`config.mk`:
```
export PLATFORM = sky130hd
export DESIGN_NAME = cache_arbiter
export DESIGN_NICKNAME = d
export VERILOG_FILES = /design/src/rtl/rv32i_types.sv /design/src/rtl/cache_arbiter.sv
export SDC_FILE = /design/constraint.sdc
export NUM_CORES = 1
export LEC_CHECK = 0
export BUFFER_PORTS_ARGS = -buffer_cell sky130_fd_sc_hd__buf_2
export CORE_AREA = 5 5 543 545
export DETAILED_ROUTE_END_ITERATION = 12
export DIE_AREA = 0 0 548 550
export PLACE_DENSITY_LB_ADDON = 0.1
export SYNTH_ARGS = -nofsm -noshare
export SYNTH_HDL_FRONTEND = slang
export SYNTH_SLANG_ARGS = --single-unit
```
`constraint.sdc`:
```
create_clock -name clk -period 2.1 [get_ports clk]
set_input_delay 0.42 -clock clk [delete_from_list [all_inputs] [get_ports clk]]
set_output_delay 0.42 -clock clk [all_outputs]
set_load 0.01 [all_outputs]
```
`src/rtl/rv32i_types.sv`:
```
// Shared RV32I memory-hierarchy types: cache line width and arbiter states.
package rv32i_types;

    // Cache line width shared by the icache, dcache and the memory arbiter.
    localparam int unsigned CACHE_LINE_W = 256;

    typedef enum logic [1:0] {
        ARB_IDLE,
        ARB_SERVE_I,
        ARB_SERVE_D
    } arb_state_t;

endpackage

```
`src/rtl/cache_arbiter.sv`:
```
// Arbitrates the single physical-memory port between the split L1 caches.
// One line transaction at a time; dcache has priority, but icache is granted
// after MAX_D_BURST consecutive dcache grants taken while it was waiting.
module cache_arbiter
    import rv32i_types::*;
#(
    parameter int unsigned ADDR_W      = 32,
    parameter int unsigned LINE_W      = CACHE_LINE_W,
    parameter int unsigned MAX_D_BURST = 4
) (
    input  logic              clk,
    input  logic              rst,
    input  logic              i_read,
    input  logic [ADDR_W-1:0] i_address,
    output logic [LINE_W-1:0] i_rdata,
    output logic              i_resp,
    input  logic              d_read,
    input  logic              d_write,
    input  logic [ADDR_W-1:0] d_address,
    input  logic [LINE_W-1:0] d_wdata,
    output logic [LINE_W-1:0] d_rdata,
    output logic              d_resp,
    output logic              m_read,
    output logic              m_write,
    output logic [ADDR_W-1:0] m_address,
    output logic [LINE_W-1:0] m_wdata,
    input  logic [LINE_W-1:0] m_rdata,
    input  logic              m_resp
);

    localparam int unsigned   SW         = $clog2(MAX_D_BURST + 1);
    localparam logic [SW-1:0] STREAK_MAX = SW'(MAX_D_BURST);

    arb_state_t    state_q, state_d;
    logic [SW-1:0] d_streak_q, d_streak_d;
    logic          d_req;
    logic          i_starved;

    assign d_req     = d_read | d_write;
    assign i_starved = i_read && (d_streak_q == STREAK_MAX);

    // Read data is a straight pass-through; only meaningful alongside the resp.
    assign i_rdata = m_rdata;
    assign d_rdata = m_rdata;

    // State and dcache-streak registers.
    always_ff @(posedge clk or posedge rst) begin
        if (rst) begin
            state_q    <= ARB_IDLE;
            d_streak_q <= '0;
        end else begin
            state_q    <= state_d;
            d_streak_q <= d_streak_d;
        end
    end

    // Grant decision in IDLE; memory port steering and resp routing per grant.
    always_comb begin
        state_d    = state_q;
        d_streak_d = d_streak_q;
        m_read     = 1'b0;
        m_write    = 1'b0;
        m_address  = '0;
        m_wdata    = '0;
        i_resp     = 1'b0;
        d_resp     = 1'b0;

        case (state_q)
            ARB_IDLE: begin
                if (d_req && !i_starved) begin
                    state_d = ARB_SERVE_D;
                    if (!i_read) begin
                        d_streak_d = '0;
                    end else if (d_streak_q != STREAK_MAX) begin
                        d_streak_d = d_streak_q + SW'(1);
                    end
                end else if (i_read) begin
                    state_d    = ARB_SERVE_I;
                    d_streak_d = '0;
                end
            end
            ARB_SERVE_I: begin
                m_read    = 1'b1;
                m_address = i_address;
                i_resp    = m_resp;
                if (m_resp) begin
                    state_d = ARB_IDLE;
                end
            end
            ARB_SERVE_D: begin
                m_read    = d_read;
                m_write   = d_write;
                m_address = d_address;
                m_wdata   = d_wdata;
                d_resp    = m_resp;
                if (m_resp) begin
                    state_d = ARB_IDLE;
                end
            end
            default: state_d = ARB_IDLE;
        endcase
    end

    // Requester protocol checks; no recovery logic exists for these cases.
    a_no_read_and_write: assert property (@(posedge clk) disable iff (rst)
        !(d_read && d_write));
    a_i_held: assert property (@(posedge clk) disable iff (rst)
        (state_q == ARB_SERVE_I) |-> i_read);
    a_d_held: assert property (@(posedge clk) disable iff (rst)
        (state_q == ARB_SERVE_D) |-> (d_read || d_write));
    a_i_stable: assert property (@(posedge clk) disable iff (rst)
        (state_q == ARB_SERVE_I && $past(state_q) == ARB_SERVE_I) |-> $stable(i_address));
    a_d_stable: assert property (@(posedge clk) disable iff (rst)
        (state_q == ARB_SERVE_D && $past(state_q) == ARB_SERVE_D)
            |-> ($stable(d_address) && $stable(d_wdata)));

endmodule

```
==> metrics.md <==
| Metric | Value |
|---|---|
| Post-synthesis mux area share | 0.00174 |
| Main area contributors after synthesis | buf_4 59%, and2_1 25%, a22oi_1 3.7%, nor2b_1 3.2%, dfrtp_1 1.9% |
| Routed WL | 157 mm |
| Total Nets Final | 1648 |
| Req. time, crit path | 1680 ps |
| RSZ-0062 raised after global routing | true |
| Final HPWL DP | 144 mm |
| Synthesized flop and latch total | 5 |
| Cts bufs inserted | 3 |
| Worst path max stage delay | 610 ps |
| Residual DRC count | 0 |
| Buffer depth of the longest clock path | 2 |
| CP Launch Type | flop |
| Die Y | 550 um |
| Hold Fails Final Rpt | 0 |
| Main combinational cell family by area after synthesis | buffers and inverters |
| Worst-path clk slew | 30 ps |
| Setup Skew | 3.08 ps |
| Drt first pass iters | 4 |
| Cell Pwr Density | 1120 nW/um^2 |
| Antenna Violating Nets Remaining | 0 |
| Largest net degree at the start of global routing | 38 |
| Fraction of layout cells with a size suffix above 1 | 0.758 |
| FILL cells | 34400 |
| Setup WS post-layout | -315 ps |
| Xor/xnor share of the synthesized area | 0 |
| Critical path type | reg2out |
| Drt via density | 1.48 |
| Storage cell area | 125 sq um |
| Die ar. | 301000 sq um |
| Yosys cell types | 25 |
| Vias in the first global route | 7287 |
| Complex-gate fraction of the synthesized area | 0.0513 |
| Post-Synth Adder-Cell Area | 0.00965 |
| Syn avg cell area | 7.12 sq um |
| CTS tree | yes |
| GR Overflow Total | 0 |
| FMAX | 414 MHz |
| Synthesized area | 6480 sq um |
| WP buf/inv | 3 |
| Cell taking the most area after synthesis | buf_4 |
| Clk root buf | clkbuf_16 |
| H-tree levels | 1 |
| Gr usage total | 0.0955 |
| Status | finished with violations |
| Core Box Area | 290000 sq um |
| Syn nets | 1497 |
| Synth Area in Simple Gates | 0.289 |
| Multi-input gate area | 2610 sq um |
| First-pass GRT wire length | 169 mm |
| Synthesis-to-finish area growth | 107% |
| Initial Utilization | 0.0224 |
| Slew @ Worst Pin | 758 ps |
| Failing checks | setup timing |
| Worst path top cell family by delay | compound AO/OA/AOI/OAI gates |
| Rel. slew slack | 0.495 |
| Post-layout min period | 2410 ps |
| CP max-delay cell | a22oi_2 |
| IO Pins | 1386 |
| Clock sinks | 5 |
| Top cell type's share of synthesized area | 0.594 |
| Clk_lat worst skew | 230 ps |
| Final Setup Violations | 257 |
| Sequential share of the synthesized area | 0.0193 |
| Global placement routability congestion | 0.794 |
| Worst setup EP type | output port |
| CP cell instances | inv_2 -> ha_4 -> clkbuf_16 -> a22oi_2 -> nor2b_2 -> buf_12 |
| IO buf count | 617 |
| Die X | 548 um |
| Initial antenna violation count | 168 |
| Slew Limit Fails | 0 |
| Period utilisation layout | 1.15 |
| Arrival @ worst endpoint | 1990 ps |
| Worst vdd rail ir drop | 0.412 mV |
| Pleak | 4.83 nW |
| Placed insts | 4813 |
| Hold WC Path Type | in2async |
| Reg-to-reg slack, setup | 40 ps |
| Crit Path Max Fanout | 8 |
| Non-Filler Instances | 4884 |
| Routed wire length per instance | 32.0 um |
| Rows | 198 |
| Post-CTS Hold Buffers | 0 |
| DR vias | 7231 |
| Synth Instances | 910 |
| Sum of negative setup slack | -20630 ps |
| Max-cap violations | 0 |
| Synth Warn # | 0 |
| Iteration-0 DRC Markers | 298 |
-- metal layers --
layer / up-vias / wire (um) / track usage
li1: 2610 / - / -
met1: 2814 / 43400 / 0.0784
met2: 1280 / 64300 / 0.139
met3: 507 / 42100 / 0.121
met4: 20 / 6650 / 0.0279
met5: - / 138 / 0
-- power by group --
group          total, W  internal (W)  switching (W)
Combinational    0.0146       0.00689        0.00767
Clock          0.000309      0.000251      0.0000579
Sequential     0.000170      0.000134      0.0000359
Total            0.0150       0.00728        0.00776
-- final timing paths --
path                               start             to  depth (start not counted)
setup / recovery              state_q[0]  m_address[19]                          6
hold / removal                       rst  d_streak_q[2]                          2
setup reg to reg              state_q[1]     state_q[1]                          9
hold reg to reg            d_streak_q[1]  d_streak_q[1]                          1
max in group asynchronous            rst  d_streak_q[1]                          2
min in group clk           d_streak_q[1]  d_streak_q[1]                          1
-- layout make-up --
type	count	share of cell area
Antenna cell	24	0.00449
Clock buffer	4	0.00589
Inverter	6	0.00168
Multi-Input combinational cell	348	0.195
Sequential cell	5	0.00935
Tap cell	3800	0.355
Timing Repair Buffer	697	0.429
-- logic make-up (layout without fill, tap and decap cells) --
kind of cell,after synthesis,count (layout)
AOI/OAI and AO/OA,44,44
buffers and inverters,557,707
and+or+nand+nor,298,298
other,0,24
muxes,1,1
adders and majority gates,5,5
DFF,5,5
-- stage by stage --
stage                     setup WS (ps)  hold slack, ps  power [W]  area, sq um  utilization
after floorplan                     483             199    0.00455         6480            -
after global placement             -706             378     0.0109        11300       0.0391
after detailed placement           -707             375     0.0109        11300       0.0391
after CTS                          -340             138     0.0131        12100       0.0418
after global routing               -354             162     0.0166        13300       0.0461
final                              -315             134     0.0150        13400       0.0462
-- cell usage after synthesis --
| master | instances |
|---|---|
| buf_4 | 513 |
| and2_1 | 259 |
| nor2b_1 | 33 |
| a22oi_1 | 32 |
| clkbuf_2 | 23 |
| buf_2 | 9 |
| inv_1 | 6 |
| a21oi_1 | 5 |
| dfrtp_1 | 5 |
| ha_1 | 5 |
| buf_6 | 3 |
| clkbuf_1 | 3 |
| nand2_1 | 2 |
| a211oi_2 | 1 |
| a22o_1 | 1 |
| a311oi_1 | 1 |
| and3b_1 | 1 |
| mux2_2 | 1 |
| nor2_1 | 1 |
| nor2_4 | 1 |
| nor2b_4 | 1 |
| o2bb2ai_1 | 1 |
| o31ai_1 | 1 |
| o31ai_2 | 1 |
| o32ai_1 | 1 |
-- flip-flops by register name (all words and copies together), names as in the netlist --
| name | flops |
|---|---|
| d_streak_q | 3 |
| state_q | 2 |
-- cells in the final DEF, fill, tap and decap left out, types with 2 or more instances in the layout --
cell and n:
a21oi_1 4, a22oi_1 18, nor2b_1 18, and2_2 6
and2_4 59, clkbuf_16 17, nor2b_4 4, buf_4 64
buf_2 456, buf_16 9, inv_1 5, nand2_1 2
buf_8 19, nor2b_2 12, buf_6 65, and2_1 194
clkbuf_4 3, a22oi_2 14, buf_12 67, dfrtp_1 5
ha_1 2, diode_2 24, ha_4 3
-- repair_timing --
action                                  in CTS  in global routing
gates cloned                                 6                 16
setup buffers                                9                 14
endpoints found under the setup margin     272                287
pin swaps                                    6                  4
gates resized for setup                    130                211
-- worst reg2reg max path, delay by kind of cell, from the launching register on --
kind / cells / cell delay [ps]
compound gates: 2 / 430
simple gates: 1 / 140
flops: 1 / 400
buf+inv: 5 / 760
fa+ha+maj: 1 / 250
Note: power is estimated with default switching activity, not from simulation.
